<file path="src/rtl/des_ctrl_pkg.sv">
// Shared definitions for the DES round controller.
//   - state_e        : controller state encoding (3-bit)
//   - NUM_ROUNDS     : number of DES rounds (16)
//   - RND_W          : width of the round-number field
//   - ENC/DEC_SHIFT_TBL : per-round C/D rotate amounts; entry [0] is round 1
package des_ctrl_pkg;

  localparam int unsigned NUM_ROUNDS = 16;
  localparam int unsigned RND_W      = 5;

  typedef enum logic [2:0] {
    ST_IDLE  = 3'd0,
    ST_LOAD  = 3'd1,
    ST_ROUND = 3'd2,
    ST_FINAL = 3'd3,
    ST_OUT   = 3'd4
  } state_e;

  // Listed from round 16 (MSB) down to round 1 (LSB), so index = round - 1.
  localparam logic [NUM_ROUNDS-1:0][1:0] ENC_SHIFT_TBL = {
    2'd1, 2'd2, 2'd2, 2'd2, 2'd2, 2'd2, 2'd2, 2'd1,
    2'd2, 2'd2, 2'd2, 2'd2, 2'd2, 2'd2, 2'd1, 2'd1
  };

  // Decryption walks the key schedule backwards: round 1 uses K16 directly
  // (no rotate) and later rounds undo the encrypt shifts in reverse order.
  localparam logic [NUM_ROUNDS-1:0][1:0] DEC_SHIFT_TBL = {
    2'd1, 2'd2, 2'd2, 2'd2, 2'd2, 2'd2, 2'd2, 2'd1,
    2'd2, 2'd2, 2'd2, 2'd2, 2'd2, 2'd2, 2'd1, 2'd0
  };

endpackage

</file>
<file path="src/rtl/des_key_shift_sched.sv">
// Combinational key-schedule rotate lookup.
// Ports:
//   round_num_i : current round, 1..16 (any other value yields 0)
//   decrypt_i   : 0 = encrypt schedule, 1 = decrypt schedule
//   key_shift_o : C/D rotate amount for that round (0, 1 or 2)
module des_key_shift_sched
  import des_ctrl_pkg::*;
(
  input  logic [RND_W-1:0] round_num_i,
  input  logic             decrypt_i,
  output logic [1:0]       key_shift_o
);

  logic       in_range;
  logic [3:0] idx;

  always_comb begin
    key_shift_o = '0;
    in_range    = (round_num_i >= RND_W'(1)) && (round_num_i <= RND_W'(NUM_ROUNDS));
    idx         = 4'(round_num_i - RND_W'(1));
    if (in_range) begin
      key_shift_o = decrypt_i ? DEC_SHIFT_TBL[idx] : ENC_SHIFT_TBL[idx];
    end
  end

endmodule

</file>
<file path="src/rtl/des_round_ctrl.sv">
// Sequencer for an iterative single-round DES datapath.
// Accepts one block per IN_VALID/IN_READY handshake, strobes the datapath
// load, steps it through 16 rounds of ROUND_CYCLES clocks each, strobes the
// final permutation and holds OUT_VALID until the host takes the result.
// Ports:
//   CLK, RESET            : clock (rising edge), async active-high reset
//   IN_VALID/IN_READY     : block request handshake (ready only in IDLE)
//   DECRYPT               : mode, latched on the accepting edge
//   ABORT                 : synchronous abort back to IDLE
//   LOAD_EN               : IP(data)->L/R, PC1(key)->C/D strobe
//   ROUND_EN, ROUND_NUM   : round commit strobe and current round (1..16)
//   KEY_SHIFT, KEY_DIR    : C/D rotate amount (valid with ROUND_EN) and direction
//   LAST_ROUND            : round-16 commit, datapath skips the L/R swap
//   FP_EN                 : final-permutation strobe into output register
//   OUT_VALID/OUT_READY   : result handshake
//   BUSY                  : any state other than IDLE
module des_round_ctrl
  import des_ctrl_pkg::*;
#(
  parameter int unsigned ROUND_CYCLES = 1,
  parameter int unsigned CNT_W        = 3
) (
  input  logic       CLK,
  input  logic       RESET,
  input  logic       IN_VALID,
  output logic       IN_READY,
  input  logic       DECRYPT,
  input  logic       ABORT,
  output logic       LOAD_EN,
  output logic       ROUND_EN,
  output logic [4:0] ROUND_NUM,
  output logic [1:0] KEY_SHIFT,
  output logic       KEY_DIR,
  output logic       LAST_ROUND,
  output logic       FP_EN,
  output logic       OUT_VALID,
  input  logic       OUT_READY,
  output logic       BUSY
);

  localparam logic [CNT_W-1:0] CNT_LAST = CNT_W'(ROUND_CYCLES - 1);
  localparam logic [RND_W-1:0] RND_LAST = RND_W'(NUM_ROUNDS);

  state_e           state_q, state_d;
  logic [CNT_W-1:0] cnt_q, cnt_d;
  logic [RND_W-1:0] rnd_q, rnd_d;
  logic             mode_q, mode_d;
  logic             round_end;
  logic [1:0]       sched_shift;

  always_ff @(posedge CLK or posedge RESET) begin
    if (RESET) begin
      state_q <= ST_IDLE;
      cnt_q   <= '0;
      rnd_q   <= '0;
      mode_q  <= 1'b0;
    end else begin
      state_q <= state_d;
      cnt_q   <= cnt_d;
      rnd_q   <= rnd_d;
      mode_q  <= mode_d;
    end
  end

  assign round_end = (state_q == ST_ROUND) && (cnt_q == CNT_LAST);

  always_comb begin
    state_d = state_q;
    cnt_d   = cnt_q;
    rnd_d   = rnd_q;
    mode_d  = mode_q;

    case (state_q)
      ST_IDLE: begin
        // ABORT on the same edge blocks the accept.
        if (IN_VALID && !ABORT) begin
          state_d = ST_LOAD;
          mode_d  = DECRYPT;
        end
      end
      ST_LOAD: begin
        state_d = ST_ROUND;
        cnt_d   = '0;
        rnd_d   = RND_W'(1);
      end
      ST_ROUND: begin
        if (round_end) begin
          cnt_d = '0;
          if (rnd_q == RND_LAST) begin
            state_d = ST_FINAL;
            rnd_d   = '0;
          end else begin
            rnd_d = rnd_q + RND_W'(1);
          end
        end else begin
          cnt_d = cnt_q + CNT_W'(1);
        end
      end
      ST_FINAL: begin
        state_d = ST_OUT;
      end
      ST_OUT: begin
        if (OUT_READY) begin
          state_d = ST_IDLE;
        end
      end
      default: begin
        state_d = ST_IDLE;
        cnt_d   = '0;
        rnd_d   = '0;
      end
    endcase

    // Abort overrides every non-IDLE transition, including a pending result.
    if (ABORT && (state_q != ST_IDLE)) begin
      state_d = ST_IDLE;
      cnt_d   = '0;
      rnd_d   = '0;
    end
  end

  des_key_shift_sched u_sched (
    .round_num_i (rnd_q),
    .decrypt_i   (mode_q),
    .key_shift_o (sched_shift)
  );

  // Outputs decode registered state only, so RESET clears them asynchronously.
  assign IN_READY   = (state_q == ST_IDLE);
  assign BUSY       = (state_q != ST_IDLE);
  assign LOAD_EN    = (state_q == ST_LOAD);
  assign ROUND_EN   = round_end;
  assign ROUND_NUM  = (state_q == ST_ROUND) ? rnd_q : '0;
  assign KEY_SHIFT  = round_end ? sched_shift : '0;
  assign KEY_DIR    = (state_q != ST_IDLE) && mode_q;
  assign LAST_ROUND = round_end && (rnd_q == RND_LAST);
  assign FP_EN      = (state_q == ST_FINAL);
  assign OUT_VALID  = (state_q == ST_OUT);

endmodule

</file>
<file path="config.mk">
export PLATFORM = sky130hd
export DESIGN_NAME = des_round_ctrl
export DESIGN_NICKNAME = d
export VERILOG_FILES = /design/src/rtl/des_ctrl_pkg.sv /design/src/rtl/des_key_shift_sched.sv /design/src/rtl/des_round_ctrl.sv
export SDC_FILE = /design/constraint.sdc
export NUM_CORES = 1
export LEC_CHECK = 0
export BUFFER_PORTS_ARGS = -buffer_cell sky130_fd_sc_hd__buf_4
export CAP_MARGIN = 40
export CORE_ASPECT_RATIO = 2
export CORE_MARGIN = 2
export CORE_UTILIZATION = 30
export CTS_CLUSTER_SIZE = 24
export DETAILED_ROUTE_END_ITERATION = 16
export PLACE_DENSITY = 0.6
export SETUP_SLACK_MARGIN = 0.1
export SYNTH_ARGS = -nofsm -noshare
export SYNTH_HDL_FRONTEND = slang
export SYNTH_SLANG_ARGS = --single-unit
export TNS_END_PERCENT = 10
</file>
<file path="constraint.sdc">
create_clock -name CLK -period 1.9 [get_ports CLK]
set_input_delay 0.19 -clock CLK [delete_from_list [all_inputs] [get_ports CLK]]
set_output_delay 0.19 -clock CLK [all_outputs]
set_load 0.1 [all_outputs]
</file>
Yosys cells after proc, flatten, opt, wreduce, memory -nomap -nowiden
Memories as Yosys holds them, arrays and structs flattened.
Cells that the tools add are included.

storage, ports and cells
  flip-flop bits (word level) = 12
  ROM bits = 64
  bits of input ports = 6
  output and inout port bits = 15
  memories = 2

memories
  memory            words  width  rd ports  clocked after Yosys merged registers in  write ports  RTL line                   RTL
  (name not given)  16     2      1         0                                        0            des_key_shift_sched.sv:22  key_shift_o = decrypt_i ? DEC_SHIFT_TBL[idx] : ENC_SHIFT_TBL[idx];
  (name not given)  16     2      1         0                                        0            des_key_shift_sched.sv:22

cells by class
  add/subtract/negate cells = 3
  order comparisons = 3
  equal/unequal tests = 10
  muxes and demuxes = 19
  reduce and logical (&&, ||, !) cells = 14

operator list
  kind                                                                          number
  3-bit 2-to-1 mux                                                              7
  5-bit 2-to-1 mux                                                              4
  3-bit case mux with 5 select lines                                            1
  5-bit case mux with 3 select lines                                            1
  2-bit 2-to-1 mux                                                              5
  3-bit by 1-bit != test with 1-bit output, second input constant               3
  3-bit by 2-bit equality test with 1-bit output, second input constant         2
  1-bit logical AND                                                             6
  3-bit logical NOT                                                             2
  3-bit case mux with 2 select lines                                            1
  5-bit by 1-bit adder with 5-bit output, second input constant                 1
  5-bit equality test, second input constant                                    1
  5-bit by 1-bit >= comparator with 1-bit output, second input constant         1
  5-bit less-or-equal comparator, second input constant                         1
  4-bit by 5-bit less-than comparator with 1-bit output, second input constant  1
  2-bit AND reduction                                                           2
  4-bit AND reduction                                                           1
  4-bit by 1-bit subtractor with 4-bit output, second input constant            1
  3-bit by 1-bit adder with 3-bit output, second input constant                 1
  3-bit by 1-bit equality test with 1-bit output, second input constant         1
  3-bit equality test, second input constant                                    1
  3-bit by 2-bit != test with 1-bit output, second input constant               1
  3-bit nonzero test                                                            1
  3-bit OR reduction                                                            1
  2 further kinds                                                               2

Logic depth before layout (Yosys ltp)
Gate-level depths: netlist of run 1.

  depth in word-level cells = 6
  gate-level depth with buffers = 6
  mapped depth without buffers = 6

Modules after synthesis
Synthesis of run 1 repeated with hierarchy kept, for this count alone.

unflattened totals
  cells, all modules = 125
  area, all modules = 1047.3 sq um

by module, submodules not included
  module               times used  cells an instance  area an instance (sq um)  sequential area each (sq um)
  des_round_ctrl       1           98                 857.1                     300.3
  des_key_shift_sched  1           27                 190.2                     0.0

Worst setup path after synthesis of run 1
OpenSTA, ideal clock, no wires.

  path type = reg-to-output
  start = reg state_q[0]
  end = out KEY_DIR
  arrival time = 4064 ps
  path slack = -2354 ps
  cell stages (with the launch flop) = 4
  path through = dfrtp_1 buf_4 nor3_1 nor2b_1

between the ends
  longest elaborated chain between the ends = 2

RTL lines
  what                    RTL line               RTL
  from (decl)             des_round_ctrl.sv:44   state_e state_q, state_d;
  from (signal assigned)  des_round_ctrl.sv:58   state_q <= state_d;
  3-bit nonzero test      des_round_ctrl.sv:135  assign KEY_DIR = (state_q != ST_IDLE) && mode_q;
  1-bit logical AND       des_round_ctrl.sv:135
  to (decl)               des_round_ctrl.sv:33   output logic KEY_DIR,

Every way passes these cells.

Worst setup path after layout of run 1
  start = reg rnd_q[0]
  end = out KEY_SHIFT[1]

between the ends
  longest elaborated chain between the ends = 6
  elaborated cells on any way between the ends = 11

RTL lines
  what                                         RTL line                   RTL
  from (decl)                                  des_round_ctrl.sv:46       logic [RND_W-1:0] rnd_q, rnd_d;
  from (signal assigned)                       des_round_ctrl.sv:60       rnd_q <= rnd_d;
  4-bit by 1-bit subtractor with 4-bit output  des_key_shift_sched.sv:20  idx = 4'(round_num_i - RND_W'(1));
  memory read 16 x 2 bit                       --
  2-bit 2-to-1 mux (not written as such)       des_key_shift_sched.sv:22
  2-bit 2-to-1 mux                             des_key_shift_sched.sv:22
  2-bit 2-to-1 mux (*)                         des_key_shift_sched.sv:21  if (in_range) begin
  2-bit 2-to-1 mux (*)                         des_round_ctrl.sv:134      assign KEY_SHIFT = round_end ? sched_shift : '0;
  to (decl)                                    des_round_ctrl.sv:32       output logic [1:0] KEY_SHIFT,

Mark *: on every way between the ends. The rest lies on a longest branch, timed or not. The select of a mux whose other input is x is not followed.

==> impl_results.md, run 1 <==
- Status: complete, but fails checks
- Failing checks: negative setup slack
- DR DRC count: 0
- Lkg Pwr: between 0.6 and 0.7 nW
- Layout cells sized above 1: about half
- Worst-path clk slew: 0.05 ns
- EDFF count, synth: 0
- Synth Area per Inst: ~9.4 sq um
- Clock latency on the worst-skew pair: 0.24 ns
- Final WL: around 2.7 mm
- First-pass GRT wire length: around 4.5 mm
- Setup CP Type: flop to output pin
- Worst Clk Skew: between 0.0005 and 0.0006 ns
- Final nets: approximately 160
- Worst Hold Endpoint: state_q[2]$_DFFE_PP0P_
- Port-buffer cells: 20
- DRT iter0 DRCs: 22
- Initial core utilization: 31.2%
- CTS tree: built
- DRT antenna net count: 0
- Grt peak-use layer: met2
- Avg WL per Cell: between 10 and 15 microns
- Hold_sp: ABORT
- Most frequent cells in the layout: 30 x buf_4, 12 x dfrtp_1, 8 x inv_1
- Worst reg2reg startpoint: rnd_q[1]$_DFFE_PP0P_
- Die area: around 4100 sq um
- Total power draw: slightly below 1 mW
- Actual slew at the worst max-slew pin: 0.497 ns
- Clk sink count: 12
- Initial antenna violation count: 0
- Register-to-register setup slack: ~0.10 ns
- Area grow syn2layout: 45.8%
- Synth Flop Type: dfrtp_1
- Vias in the first global route: ~1000
- Max Slew Vio Count: 0
- Largest net degree at the start of global routing: 13
- Pwr dens: ~630 nW/um^2
- Worst R2R End: rnd_q[4]$_DFFE_PP0P_
- Hold slack: roughly 0.14 ns
- Hold Fails Final Rpt: 0
- Syn. warnings: 0
- Row cnt: 30
- Setup ws final: -0.177 ns
- Total GRT Usage: 15.1%
- Worst-case clock buffer depth: 2
- CTS root buf: clkbuf_8
- RSZ-0062 raised after global routing: yes
- DRT Pass-1 Iters: 4
- Final Util: between 40 and 50%
- Fmax: between 400 and 500 MHz
- Io pins: 21
- Relative slew slack: between 60% and 70%
- Cells after Synth: ~110
- Via density: about 5
- Setup WS pre-CTS: -0.0618 ns
- Critical Path Sink Type: output pin
- GR met3 Demand/Resource: between 2 and 2.5%
- Die Y: just under 90 microns
- Post-DP HPWL: roughly 2.1 mm
- CORE AREA: approximately 3400 sq um
- Async SR Flop Fraction: 100%
- Die Width: ~46 microns
- R2R depth: 7
- Synth unique cells: 45
- Worst path arrival time: roughly 1.9 ns
- Global-route met2 utilization: roughly 28%
- Sequential area share after synthesis: 28.1%
- Grt total ovfl: 0
- Min cycle time layout: around 2.1 ns
- Gp weighted congestion: 0.885
- Area of the mapped netlist: between 1000 and 1500 sq um
- Crit-path max FO: 5
- H-Tree Depth: 1
- Worst vdd ir: ~0.00041 V
- Final setup vio count: 3
- Max-cap violations: 0
- Seq cells post-synth: 12
- Hold crit path type: primary input to flop
- Req. time, crit path: 1.71 ns
- Vias: between 900 and 1000
- Cts bufs inserted: 3
- Antenna diode count: 0
- Commonest non-fill, non-tap cell in the layout: buf_4
- Period utilisation layout: 109%
- Hold Path Depth: 2
- GR Util met1: between 10% and 20%
- Syn nets: between 100 and 150
- CP Launch Type: flop
cells by family after synthesis:
family	Yosys count	synth area share, %
DFF	12	28.1
muxes	5	5.16
and+or+nand+nor	46	28.1
buffers and inverters	16	9.26
adders and majority gates	8	9.38
xor gates and xnor gates	2	1.64
AOI/OAI and AO/OA	25	18.3
critical path: stages, from the launching register on:
cell and delay (ns):
dfrtp_1 0.41, buf_6 0.15, or4_4 0.52, a31o_4 0.24, a21oi_4 0.14, buf_12 0.19
report_power, final:
| part | internal (mW) | leakage [nW] | switching [mW] |
|---|---|---|---|
| clock | 0.183 | 0.0288 | 0.0971 |
| sequential | 0.268 | 0.164 | 0.00918 |
| combinational | 0.163 | 0.505 | 0.253 |
| total | 0.614 | 0.698 | 0.360 |
per-layer routing:
| metal | vias up | share of wire [%] |
|---|---|---|
| met1 | 462 | 35 |
| met5 | - | 0 |
| met2 | 22 | 58 |
| li1 | 474 | - |
| met3 | 10 | 3.2 |
| met4 | 0 | 4.4 |
synth_stat cells, drive strengths merged (2+ instances only):
cell type	instances	area, sq um
nor3	7	46.3
nor3b	3	22.5
and2	4	25.0
mux2	4	45.0
nor2b	2	12.5
o21ai	7	46.3
dfrtp	12	300
a32o	2	20.0
a211o	3	30.0
nand2	5	18.8
or4	2	15.0
inv	9	33.8
nand3	2	10.0
buf	6	57.6
nand2b	3	18.8
ha	8	100
or2	2	12.5
nor2	9	50.1
a21oi	5	25.0
worst max-delay path by stage:
stage / startpoint / to / slack, ns / depth (start not counted)
6_report: rnd_q[0]$_DFFE_PP0P_ / KEY_SHIFT[1] / -0.18 / 5
4_1_cts: rnd_q[0]$_DFFE_PP0P_ / KEY_SHIFT[1] / -0.16 / 5
5_1_grt: rnd_q[0]$_DFFE_PP0P_ / KEY_SHIFT[1] / -0.21 / 5
3_3_place_gp: rnd_q[0]$_DFFE_PP0P_ / KEY_SHIFT[1] / -0.006 / 6
2_1_floorplan: state_q[1]$_DFFE_PP0P_ / BUSY / -0.39 / 3
3_5_place_dp: rnd_q[0]$_DFFE_PP0P_ / KEY_SHIFT[0] / -0.06 / 6
area by class of cell:
class / instances / area, sq um
fill: 324 / 1860
timing repair buffer: 37 / 329
multi-input combinational: 86 / 778
tap: 48 / 60.1
sequential: 12 / 300
inverter: 9 / 33.8
clock buffer: 4 / 55.1
per-stage QoR:
step | cells | TNS (ns) | area [sq um]
2_1_floorplan | 114 | -2.27 | 1120
3_3_place_gp | 190 | -0.00610 | 1380
3_5_place_dp | 190 | -0.0889 | 1380
4_1_cts | 195 | -0.311 | 1510
5_1_grt | 196 | -0.517 | 1560
6_report | 196 | -0.345 | 1560
repair_timing:
item / 4_1_cts / 5_1_grt
hold endpoints to repair: 12 / 0
setup endpoints to repair: 3 / 7
hold buffers: 1 / 0
gates resized for setup: 16 / 7
pin swaps: 1 / 1
buffers inserted: 0 / 1
sequential cells by signal, summed over array words and instances, names as in the netlist:
| signal | cells |
|---|---|
| rnd_q | 5 |
| mode_q | 1 |
| state_q | 3 |
| cnt_q | 3 |
No activity file was read; power rests on OpenSTA's default activity.
==> inputs of run 2 (changes only) <==
ABC_AREA = 1   (was default)
SKIP_CTS_REPAIR_TIMING = 1   (was default)
==> run 2 against run 1 <==
- the run ends with negative hold slack, negative setup slack left
- largest cell class unchanged
- clock-buffer cell count stayed put
- first-iteration DRC count is 23% lower
- highest routed layer unchanged
- final cell count is 10% higher
- fmax is 8.7% higher
- critical endpoint is now KEY_SHIFT[0]
- register-to-register slack better by 0.31 ns
- synthesized cell count is 33% higher
- utilization is 1.6 points lower
- sequential share of layout area is 1.1 points higher
- combinational power grew to 4.3 times the previous value
==> impl_results.md, run 2 <==
- Critical Path Sink Type: output pin
- Total GRT Usage: between 10% and 20%
- Post-DP HPWL: between 2 and 2.5 mm
- CTS root buf: clkbuf_8
- Grt total ovfl: 0
- Fmax: between 500 and 600 MHz
- Vias in the first global route: around 1000
- Hold slack: -0.0280 ns
- Seq cells post-synth: 12
- Final setup vio count: 1
- Worst path max stage delay: 0.40 ns
- Actual slew at the worst max-slew pin: slightly above 0.5 ns
- DRT iter0 DRCs: 17
- Hold crit path type: primary input to async pin
- RSZ-0062 raised after global routing: yes
- Row cnt: 30
- Status: complete, but fails checks
- Worst Clk Skew: between 0.003 and 0.004 ns
- Gp weighted congestion: 0.867
- Setup ws final: -0.0116 ns
- Area grow syn2layout: 41.4%
- Cts bufs inserted: 3
- Setup WS pre-CTS: 0.0301 ns
- Synth Area per Inst: between 6 and 7 sq um
- Syn nets: between 150 and 200
- Via density: between 4 and 5
- CTS tree: built
- Detail Route met2 WL: 1.67 mm
- Post-Layout Cell Count: 216
- Min cycle time layout: between 1.5 and 2 ns
- Vias: around 1000
- Initial antenna violation count: 0
- Failing checks: negative hold slack, negative setup slack
- H-Tree Depth: 1
- Commonest non-fill, non-tap cell in the layout: nand2_1
- DR DRC count: 0
- Worst path most repeated cell: nand2_1
- Die Width: approximately 46 microns
- Max-cap violations: 0
- Clk sink count: 12
- Area share of the largest cell type after synthesis: between 20% and 30%
- Ranking of synthesized cells by area: dfrtp_1 29%, nand2_1 15%, ha_1 9.5%
- Worst path slowest cell: dfrtp_1
- Final WL: 2.74 mm
- Antenna diode count: 0
- Top Registers: rnd_q: 5 flops, cnt_q: 3 flops, state_q: 3 flops
- Port-buffer cells: 20
- Top post-synthesis cells by count: 43 x nand2_1, 21 x inv_1, 21 x nor2_1
- Syn. warnings: 0
- Initial core utilization: about 31%
- Placed instance count: 208
- Crit-path max FO: 5
- Pwr dens: approximately 1600 nW/um^2
- Synth unique cells: 22
- Worst-case clock buffer depth: 2
- Final nets: between 150 and 200
- CORE AREA: roughly 3400 sq um
- Die Y: roughly 90 microns
- Worst-path clk slew: approximately 0.060 ns
- Met3 routed WL: about 67 microns
- Setup CP Type: flop to output pin
- EDFF count, synth: 0
- First-pass GRT wire length: about 4.4 mm
- Largest net degree at the start of global routing: 13
- Req. time, crit path: around 1.7 ns
- Most frequent cell after synthesis: nand2_1
- Most frequent cells in the layout: 39 x nand2_1, 27 x buf_4, 20 x nor2_1
- DRT antenna net count: 0
- Worst vdd ir: 0.00120 V
- WL met1: around 920 microns
- Area of the mapped netlist: between 1000 and 1500 sq um
- CP Launch Type: flop
- Top Metal Used: met4
- Sequential area share after synthesis: ~29%
- Hold Fails Final Rpt: 12
- Io pins: 21
- Lkg Pwr: about 0.77 nW
- CP Cell Sequence: inv_2 > ha_4 > inv_2 > nand2_4 > nand3_2 > nand2_1 > nand2_1 > nand2_1 > nand2_2 > nor2_4 > buf_12
- Max Slew Vio Count: 0
- Synth Flop Type: dfrtp_1
- Biggest register: rnd_q
- Layout cells sized above 1: a little over a third
- Cell taking the most area after synthesis: dfrtp_1
- Die area: between 4000 and 5000 sq um
- Filler cells: between 300 and 400
- Worst path arrival time: 1.72 ns
- Async SR Flop Fraction: 100%
- Relative slew slack: around 66%
- Largest register FFs: 5
- Avg WL per Cell: approximately 13 microns
- DRT Pass-1 Iters: 4
- Cells after Synth: about 150
- Period utilisation layout: 101%
- Clock latency on the worst-skew pair: ~0.25 ns
## run 2: changes by cell type after synthesis, sizes merged, moves of 3 or more
cell,delta
nand2,+44
nor2,+19
inv,+13
nand3,+8
buf,-4
mux2,-4
nor3,-4
xor2,+4
a211o,-3
and2,-3
nand2b,-3
nor3b,-3
## run 2: critical path, delay by kind of cell (launching register included)
kind                     cells  cell delay (ns)
AND/OR/NAND/NOR              7             0.53
flip-flops                   1             0.40
buffers and inverters        3             0.37
adder cells (fa/ha/maj)      1             0.17
## run 2: path summary, 6_finish.rpt
kind / cells after the start / from / endpoint / slack, ns
max in group asynchronous: 2 / RESET / rnd_q[0]$_DFFE_PP0P_ / 1.56
min in group CLK: 3 / DECRYPT / mode_q$_DFFE_PP0P_ / 0.19
worst min register to register: 1 / cnt_q[0]$_DFFE_PP0P_ / cnt_q[0]$_DFFE_PP0P_ / 0.50
worst max-delay path: 11 / rnd_q[1]$_DFFE_PP0P_ / KEY_SHIFT[0] / -0.01
worst min-delay path: 2 / RESET / cnt_q[0]$_DFFE_PP0P_ / -0.03
worst max register to register: 8 / rnd_q[1]$_DFFE_PP0P_ / state_q[0]$_DFFE_PP0P_ / 0.41
## run 2: cell type report
type	count	area [sq um]	share of cell area [%]
Clock buffer	4	55.1	3.71
Inverter	22	88.8	5.99
Multi-Input combinational cell	116	734	49.5
Sequential cell	12	303	20.4
Timing Repair Buffer	30	263	17.7
Tap cell	32	40.0	2.70
## run 2: cells by family (layout without fill, tap and decap cells)
kind of cell / count (synthesis) / in the layout / synth area share, %
compound gates: 10 / 10 / 5.12
xor+xnor: 5 / 5 / 4.17
fa+ha+maj: 8 / 8 / 9.54
buf+inv: 24 / 56 / 9.65
flops: 12 / 12 / 28.6
simple gates: 93 / 93 / 42.9
## run 2: power by group
| group | switching [mW] | leakage (nW) | internal (mW) |
|---|---|---|---|
| sequential | 0.0693 | 0.157 | 0.311 |
| clock | 0.107 | 0.0288 | 0.184 |
| combinational | 1.27 | 0.585 | 0.508 |
| total | 1.44 | 0.771 | 1.00 |
## run 2: metrics by stage
step / utilization (%) / cell area (sq um) / total power [mW] / TNS, ns / hold slack, ns
finish: 43.9 / 1480 / 2.44 / -0.0116 / -0.0280
global route: 43.9 / 1480 / 2.58 / -0.160 / 0.0141
global placement: 38.6 / 1300 / 1.99 / 0 / 0.252
floorplan: - / 1090 / 1.65 / -2.92 / 0.0547
detailed placement: 38.6 / 1300 / 2.00 / 0 / 0.255
CTS: 40.2 / 1360 / 2.30 / -0.340 / -0.00876
## run 2: per-layer routing
| layer | global-route usage (%) | vias up |
|---|---|---|
| met1 | 14.1 | 491 |
| li1 | - | 525 |
| met3 | 1.44 | 7 |
| met5 | 0 | - |
| met2 | 29.1 | 25 |
| met4 | 8.83 | 0 |
